**src/rtl/uart_pwm_led_pkg.sv**
```systemverilog
// rtl/uart_pwm_led_pkg.sv - shared constants and types for the UART LED controller
package uart_pwm_led_pkg;

    localparam logic [7:0] RESP_ACK      = 8'h06;
    localparam logic [7:0] RESP_NAK      = 8'h15;
    localparam int         CMD_WRITE_BIT = 7;
    localparam int         CMD_INDEX_MSB = 6;
    localparam int         CMD_INDEX_W   = CMD_INDEX_MSB + 1;

    typedef enum logic {
        IDLE      = 1'b0,
        WAIT_DATA = 1'b1
    } state_t;

endpackage

```
**src/rtl/uart_pwm_led_pwm.sv**
```systemverilog
// rtl/uart_pwm_led_pwm.sv - prescaled PWM counter with period-aligned duty transfer
module uart_pwm_led_pwm #(
    parameter int NumLeds     = 8,
    parameter int PwmBits     = 8,
    parameter int PrescaleDiv = 64
) (
    input  logic                             clk,
    input  logic                             rst_n,
    input  logic [NumLeds-1:0][PwmBits-1:0]  shadow,
    output logic [NumLeds-1:0]               led
);

    localparam int PreW = (PrescaleDiv > 1) ? $clog2(PrescaleDiv) : 1;

    logic [PreW-1:0]                   pre_cnt;
    logic [PwmBits-1:0]                pwm_cnt;
    logic [NumLeds-1:0][PwmBits-1:0]   active;
    logic                              pre_wrap;

    assign pre_wrap = (pre_cnt == PreW'(PrescaleDiv - 1));

    // Duties only change at the counter wrap so a period never mixes two values.
    always_ff @(posedge clk or negedge rst_n) begin
        if (!rst_n) begin
            pre_cnt <= '0;
            pwm_cnt <= '0;
            active  <= '0;
            led     <= '0;
        end else begin
            for (int i = 0; i < NumLeds; i++) begin
                led[i] <= (active[i] > pwm_cnt);
            end
            if (pre_wrap) begin
                pre_cnt <= '0;
                pwm_cnt <= pwm_cnt + 1'b1;
                if (pwm_cnt == '1) begin
                    active <= shadow;
                end
            end else begin
                pre_cnt <= pre_cnt + 1'b1;
            end
        end
    end

endmodule

```
**src/rtl/uart_pwm_led.sv**
```systemverilog
// rtl/uart_pwm_led.sv - UART command parser, brightness registers and response slot; UART_PWM_LED_READBACK_EN enables reads
module uart_pwm_led
    import uart_pwm_led_pkg::*;
#(
    parameter int NumLeds       = 8,
    parameter int PwmBits       = 8,
    parameter int PrescaleDiv   = 64,
    parameter int TimeoutCycles = 1000000
) (
    input  logic               i_clk,
    input  logic               i_rst_n,
    input  logic               i_rx_valid,
    input  logic [7:0]         i_rx_byte,
    input  logic               i_rx_error,
    output logic               o_tx_valid,
    output logic [7:0]         o_tx_byte,
    input  logic               i_tx_ready,
    output logic [NumLeds-1:0] o_led,
    output logic               o_overrun,
    output logic               o_busy
);

    localparam int SelW = (NumLeds > 1) ? $clog2(NumLeds) : 1;
    localparam int TmoW = $clog2(TimeoutCycles);

    state_t                          state;
    logic [CMD_INDEX_W-1:0]          wr_index;
    logic [TmoW-1:0]                 tmo_cnt;
    logic [NumLeds-1:0][PwmBits-1:0] shadow;

    logic       is_write;
    logic       wr_valid;
    logic       tmo_hit;
    logic       resp_req;
    logic [7:0] resp_byte;
    logic [7:0] read_resp;

    assign is_write = i_rx_byte[CMD_WRITE_BIT];
    assign wr_valid = int'(wr_index) < NumLeds;
    assign tmo_hit  = (tmo_cnt == TmoW'(TimeoutCycles - 1));

`ifdef UART_PWM_LED_READBACK_EN
    logic rd_valid;

    assign rd_valid = int'(i_rx_byte[CMD_INDEX_MSB:0]) < NumLeds;

    always_comb begin
        read_resp = RESP_NAK;
        if (rd_valid) begin
            read_resp              = '0;
            read_resp[PwmBits-1:0] = shadow[i_rx_byte[SelW-1:0]];
        end
    end
`else
    assign read_resp = RESP_NAK;
`endif

    // A receive error outranks everything; a data byte outranks the timeout.
    always_comb begin
        resp_req  = 1'b0;
        resp_byte = RESP_NAK;
        if (i_rx_error) begin
            resp_req = 1'b1;
        end else if (state == IDLE) begin
            if (i_rx_valid && !is_write) begin
                resp_req  = 1'b1;
                resp_byte = read_resp;
            end
        end else if (i_rx_valid) begin
            resp_req  = 1'b1;
            resp_byte = wr_valid ? RESP_ACK : RESP_NAK;
        end else if (tmo_hit) begin
            resp_req = 1'b1;
        end
    end

    always_ff @(posedge i_clk or negedge i_rst_n) begin
        if (!i_rst_n) begin
            state    <= IDLE;
            wr_index <= '0;
            tmo_cnt  <= '0;
            shadow   <= '0;
            o_busy   <= 1'b0;
        end else if (i_rx_error) begin
            state    <= IDLE;
            wr_index <= '0;
            o_busy   <= 1'b0;
        end else begin
            case (state)
                IDLE: begin
                    if (i_rx_valid && is_write) begin
                        state    <= WAIT_DATA;
                        wr_index <= i_rx_byte[CMD_INDEX_MSB:0];
                        tmo_cnt  <= '0;
                        o_busy   <= 1'b1;
                    end
                end
                WAIT_DATA: begin
                    if (i_rx_valid) begin
                        if (wr_valid) begin
                            shadow[wr_index[SelW-1:0]] <= i_rx_byte[PwmBits-1:0];
                        end
                        state  <= IDLE;
                        o_busy <= 1'b0;
                    end else if (tmo_hit) begin
                        state  <= IDLE;
                        o_busy <= 1'b0;
                    end else begin
                        tmo_cnt <= tmo_cnt + 1'b1;
                    end
                end
            endcase
        end
    end

    // Single-entry slot: a same-cycle accept frees room for the new response.
    always_ff @(posedge i_clk or negedge i_rst_n) begin
        if (!i_rst_n) begin
            o_tx_valid <= 1'b0;
            o_tx_byte  <= '0;
            o_overrun  <= 1'b0;
        end else if (resp_req) begin
            if (!o_tx_valid || i_tx_ready) begin
                o_tx_valid <= 1'b1;
                o_tx_byte  <= resp_byte;
            end else begin
                o_overrun <= 1'b1;
            end
        end else if (o_tx_valid && i_tx_ready) begin
            o_tx_valid <= 1'b0;
        end
    end

    uart_pwm_led_pwm #(
        .NumLeds    (NumLeds),
        .PwmBits    (PwmBits),
        .PrescaleDiv(PrescaleDiv)
    ) u_pwm (
        .clk   (i_clk),
        .rst_n (i_rst_n),
        .shadow(shadow),
        .led   (o_led)
    );

endmodule

```
**config.mk**
```make
export PLATFORM = sky130hd
export DESIGN_NAME = uart_pwm_led
export DESIGN_NICKNAME = d
export VERILOG_FILES = /design/src/rtl/uart_pwm_led_pkg.sv /design/src/rtl/uart_pwm_led_pwm.sv /design/src/rtl/uart_pwm_led.sv
export SDC_FILE = /design/constraint.sdc
export NUM_CORES = 1
export LEC_CHECK = 0
export CORE_MARGIN = 4
export CORE_UTILIZATION = 63
export CTS_BUF_LIST = sky130_fd_sc_hd__clkbuf_4 sky130_fd_sc_hd__clkbuf_8
export DETAILED_ROUTE_END_ITERATION = 10
export GPL_TIMING_DRIVEN = 0
export PLACE_DENSITY = 0.82
export SLEW_MARGIN = 25
export SYNTH_ARGS = -nofsm -noshare
export SYNTH_HDL_FRONTEND = slang
export SYNTH_SLANG_ARGS = --single-unit
```
**constraint.sdc**
```tcl
create_clock -name i_clk -period 3.3 [get_ports i_clk]
set_clock_uncertainty 0.15 [all_clocks]
set_input_delay 0.33 -clock i_clk [delete_from_list [all_inputs] [get_ports i_clk]]
set_output_delay 0.33 -clock i_clk [all_outputs]
set_load 0.02 [all_outputs]
```
======== Word-level counts from Yosys, hierarchy flattened ========
Cells that the tools add are included.
W data, S select, Z words.
cells by class
  add/subtract/negate cells ............... 3
  multipliers ............................. 0
  divide/modulo/power cells ............... 0
  $lt $le $gt $ge ......................... 11
  equality and inequality tests ........... 10
  shift-type cells ........................ 0
  mux-type cells .......................... 33
  bitwise logic cells ..................... 3
  reduce and logical (&&, ||, !) cells .... 17
operators with widths
  cell                     count
  $bwmux W64               1
  $gt A8 B8 Y1             8
  $mux W20                 3
  $pmux W20 S2             1
  $demux W8 S3             1
  $mux W7                  3
  $add A20 B1 Y20 const B  1
  $eq A20 B20 Y1 const B   1
  $mux W1                  16
  $mux W8                  2
  $mux W5                  3
  $reduce_and A2 Y1        6
  $add A8 B1 Y8 const B    1
  $eq A8 B8 Y1 const B     1
  $reduce_and A4 Y1        2
  $lt A7 B4 Y1 const B     1
  $add A6 B1 Y6 const B    1
  $eq A6 B6 Y1 const B     1
  $mux W6                  1
  $ne A2 B2 Y1 const B     3
  $logic_and A1 B1 Y1      4
  $lt A3 B4 Y1 const B     1
  $ne A2 B1 Y1 const B     2
  $ne A4 B3 Y1 const B     1
  other kinds (7)          12
word-level totals
  register bits after elaboration ......... 189
  bits in latches ......................... 0
  RAM bits ................................ 0
  ROM bits ................................ 0
  bits of input ports ..................... 13
  output and inout bits ................... 19
  logic and storage cells ................. 103
  memories ................................ 0

======== Logic depth before layout (Yosys ltp) ========
  word-level depth ........................ 7
  gate-level depth with buffers ........... 8
  mapped depth without buffers ............ 7

======== Hierarchy ========
From an unflattened synthesis, not the netlist that was laid out.
second synthesis, totals
  cell total of the unflattened synthesis .. 688
  area, all modules ....................... 8708.4 um^2
by module, submodules not included
  module            times used  cells each  area an instance (um^2)  seq. area each (um^2)
  uart_pwm_led_pwm  1           370         4546.9                   2152.1
  uart_pwm_led      1           318         4161.5                   2452.4

======== Worst setup path after synthesis ========
Ideal clock, no wire load.
  path type ............................... reg2reg
  start ................................... register state
  end ..................................... register shadow[10] in the netlist's numbering
  library setup time ...................... 0.125 ns
  arrival time ............................ 2.081 ns
  required time ........................... 3.025 ns
  setup slack ............................. 0.944 ns
  cell stages (with the launch flop) ...... 6
  path buffers ............................ 0
  period minus slack after synthesis ...... 2.356 ns
  path through ............................ dfrtp_1 or4b_4 nor4b_4 nand2b_4 nor3b_4 mux2_2
between the ends
  longest elaborated chain between the ends .. 1
ends and longest elaborated chain
  what                                RTL line             RTL
  start: declaration                  uart_pwm_led.sv:26   state_t state;
  start signal: assignment            uart_pwm_led.sv:79   state <= IDLE;
  start signal: assignment            uart_pwm_led.sv:85   state <= IDLE;
  start signal: assignment            uart_pwm_led.sv:92   state <= WAIT_DATA;
  $reduce_and A4 Y1 (no source line)  n/a
  end signal: indexed assignment      uart_pwm_led.sv:101  shadow[wr_index[SelW-1:0]] <= i_rx_byte[PwmBits-1:0];
  end: declaration                    uart_pwm_led.sv:29   logic [NumLeds-1:0][PwmBits-1:0] shadow;
Every way passes these cells.
A chain may end at the register's enable or synchronous reset.

======== Final worst setup path ========
  start ................................... register u_pwm.pwm_cnt[0]
  end ..................................... register u_pwm.active[51] in the netlist's numbering
between the ends
  longest elaborated chain between the ends .. 2
ends and longest elaborated chain
  what                                RTL line                RTL
  start: declaration                  uart_pwm_led_pwm.sv:16  logic [PwmBits-1:0] pwm_cnt;
  start signal: assignment            uart_pwm_led_pwm.sv:35  pwm_cnt <= pwm_cnt + 1'b1;
  $eq A8 B8 Y1                        uart_pwm_led_pwm.sv:36  if (pwm_cnt == '1) begin
  $reduce_and A2 Y1 (no source line)  n/a
  end signal: assignment              uart_pwm_led_pwm.sv:37  active <= shadow;
  end: declaration                    uart_pwm_led_pwm.sv:17  logic [NumLeds-1:0][PwmBits-1:0] active;
Every way passes these cells.

==> impl_metrics.json <==
{
  "p_leak_nw": 4.79,
  "crit_start": "u_pwm.pwm_cnt[0]$_DFFE_PN0P_",
  "die_w_um": 126,
  "areaGrowthSynthToFinish_pct": 11.2,
  "timing.rr.start": "u_pwm.pwm_cnt[0]$_DFFE_PN0P_",
  "setup_viol": 0,
  "synth_cells": 692,
  "grt_pass1_vias": 6016,
  "antenna_cells": 0,
  "synthFlopType": "dfrtp_1",
  "core_sq_mm": 0.0135,
  "grt_overflow": 0,
  "timing.slew.headroom_pct": 47.5,
  "p_clk_share_pct": 38.2,
  "synth_edf_count": 0,
  "cts_tree": "built",
  "hpwl_mm": 12.3,
  "required_ps": 3500,
  "status": "completed",
  "grt_max_degree": 97,
  "ys_warn_count": 0,
  "grt_antenna_before_repair": 0,
  "hold_path_class": "reg2reg",
  "final_layout_size_suffix_gt1_share_pct": 22.2,
  "firstDrtPassIters": 4,
  "utilization_pct": 72.4,
  "multi_input_area_sq_mm": 0.00396,
  "fin_cells": 932,
  "nets": 824,
  "r2r_end": "u_pwm.active[51]$_DFFE_PN0P_",
  "timing.critical_path.slowest_cell_delay_ps": 750,
  "critPathArrivalTime_ps": 3270,
  "min_period_ps": 3070,
  "syn-cell-area_sq_mm": 0.00876,
  "slew_viol_final": 0,
  "reg2reg_depth": 5,
  "ys_seq_area_share_pct": 52.6,
  "fillCellCount": 912,
  "min_period_over_period_pct": 93.1,
  "p_per_area_mw_per_mm2": 425,
  "final_hold_viol_count": 0,
  "start_util_pct": 65.1,
  "ir_drop_uv": 339,
  "grt_pass1_wl_mm": 30.6,
  "cts.clk_slew.worst_paths_ps": 80,
  "clkLatencyLatePin_ps": 470,
  "post_cts_resize_count": 0,
  "ys_types": 50,
  "setup.worst_path.class": "reg2reg",
  "rows": 42,
  "tns_ps": 0,
  "fmax_mhz": 326,
  "start_kind": "flop",
  "regArea_sq_mm": 0.00460,
  "cp-endpoint": "u_pwm.active[51]$_DFFE_PN0P_",
  "switching_power_w": 0.000924,
  "path_max_fanout": 13,
  "track_usage_pct": 24.4,
  "cap_violations": 0,
  "synth.ff_latch_count": 184,
  "seq_power_share_pct": 56.7,
  "wirelength_mm": 18.4,
  "postRouteAntennaNets": 0,
  "cp_cell_sequence": "ha_1 -> and4_1 -> clkbuf_1 -> clkbuf_1 -> mux2_2",
  "p_int_w": 0.00322,
  "cpMaxStageDelayCell": "dfrtp_1",
  "avgRoutedWirePerCell_um": 19.8,
  "place.port_buffers": 27,
  "final_cell_mix": "184 x dfrtp_1, 116 x mux2_2, 67 x ha_1, 28 x nor2_1, 26 x clkdlybuf4s50_1",
  "place_congestion": 0.899,
  "drtIter0Drc": 399,
  "drc_errors": 0,
  "clock_path_buffers": 2,
  "power.total_w": 0.00414,
  "htree_num_levels": 4,
  "fin_hold_ws_ps": 328,
  "ctsRootBufferMaster": "clkbuf_8",
  "placed_cells": 900,
  "dieHeight_um": 126,
  "dieArea_sq_mm": 0.0159,
  "cts_made_buffers": 17,
  "clkSinkCount": 184,
  "avgSynthCellArea_sq_um": 12.7,
  "reg2reg_slack_ps": 230,
  "crit_top_cell": "clkbuf_1",
  "post_cts_buffers": 0,
  "cp-end-kind": "flop",
  "pwr-share-comb_pct": 5.0,
  "ys_async_sr_fraction_pct": 100,
  "final_common_cell": "dfrtp_1",
  "ioPinCount": 32,
  "sw_frac_of_total_pct": 22.3,
  "num_vias": 5705,
  "rsz0062_at_grt": "no",
  "cts-hold-fix-buffers": 1,
  "post_drt_via_cell_ratio": 6.12,
  "tightest_slew_ps": 788
}
==> power by group through the flow <==
stage               combinational [W]  sequential [W]  clock (W)
floorplan                   0.0000943         0.00239          0
global placement             0.000190         0.00239          0
detailed placement           0.000209         0.00240          0
CTS                          0.000211         0.00235    0.00160
global route                 0.000231         0.00236    0.00169
finish                       0.000207         0.00235    0.00158
==> area by class of cell <==
| cell class | count | area share, % |
|---|---|---|
| sequential | 184 | 47.3 |
| inverter | 20 | 0.771 |
| clock buffer | 23 | 2.99 |
| buffer | 27 | 1.28 |
| clock inverter | 8 | 1.25 |
| multi-input combinational | 464 | 40.7 |
| tap | 176 | 2.26 |
| timing repair buffer | 30 | 3.49 |
==> metal layers <==
metal | global-route usage, % | share of wire (%) | up-vias
met1 | 32.6 | 44 | 2942
met3 | 4.40 | 3.8 | 34
met2 | 40.4 | 50 | 118
met5 | 0 | 0 | -
li1 | - | - | 2611
met4 | 8.90 | 2.2 | 0
==> how the worst min path moves through the flow <==
stage	from	endpoint	slack (ps)	cells past startpoint
5_1_grt	i_tx_ready	o_overrun$_DFFE_PN0P_	350	3
3_5_place_dp	i_rst_n	shadow[50]$_DFFE_PN0P_	240	2
3_3_place_gp	o_tx_byte[2]$_DFFE_PN0P_	o_tx_byte[2]$_DFFE_PN0P_	300	1
6_report	o_tx_byte[2]$_DFFE_PN0P_	o_tx_byte[2]$_DFFE_PN0P_	330	1
4_1_cts	o_tx_byte[2]$_DFFE_PN0P_	o_tx_byte[2]$_DFFE_PN0P_	330	1
2_1_floorplan	i_rst_n	o_busy$_DFFE_PN0P_	-120	0
==> through the flow <==
| stage | setup WS, ps | instance area [sq um] |
|---|---|---|
| detailed placement | 66.8 | 9320 |
| CTS | 244 | 9740 |
| floorplan | 944 | 8770 |
| finish | 228 | 9740 |
| global placement | -5410 | 9260 |
| global route | 104 | 9740 |
==> sequential cells by signal (all words and copies together), names as in the netlist <==
register and cells:
o_tx_valid 1, tmo_cnt 20, o_busy 1, u_pwm.active 64, o_tx_byte 3, shadow 64
u_pwm.pwm_cnt 8, state 1, o_overrun 1, u_pwm.led 8, wr_index 7, u_pwm.pre_cnt 6
==> worst max-delay path: cells and delay by family (launching register included) <==
family	cells	cell delay, ps
flip-flops	1	750
AND/OR/NAND/NOR	1	210
multiplexers	1	410
buffers and inverters	2	1100
adder cells (fa/ha/maj)	1	330
==> synth_stat cells (all sizes together) (8+ instances only) <==
library cell | count | area (sq um)
a21o | 8 | 60.1
a21oi | 22 | 110
buf | 12 | 68.8
clkbuf | 15 | 56.3
dfrtp | 184 | 4600
ha | 67 | 838
inv | 20 | 75.1
mux2 | 121 | 1360
nand2 | 24 | 92.6
nand2b | 14 | 95.1
nand3 | 14 | 82.6
nand4 | 24 | 150
nor2 | 29 | 111
nor2b | 17 | 106
o21ai | 24 | 120
o22ai | 8 | 50.1
o31ai | 11 | 82.6
xnor2 | 13 | 114
xor2 | 9 | 78.8
==> cells by family after synthesis <==
family          count (synthesis)  synth area share [%]
xor+xnor                       22                  2.20
mux                           121                  15.6
flops                         184                  52.6
compound gates                 98                  7.16
simple gates                  152                  10.6
fa+ha+maj                      67                  9.57
buf+inv                        47                  2.29
other cells                     1                0.0428
Power figures use the tool's default switching activity.
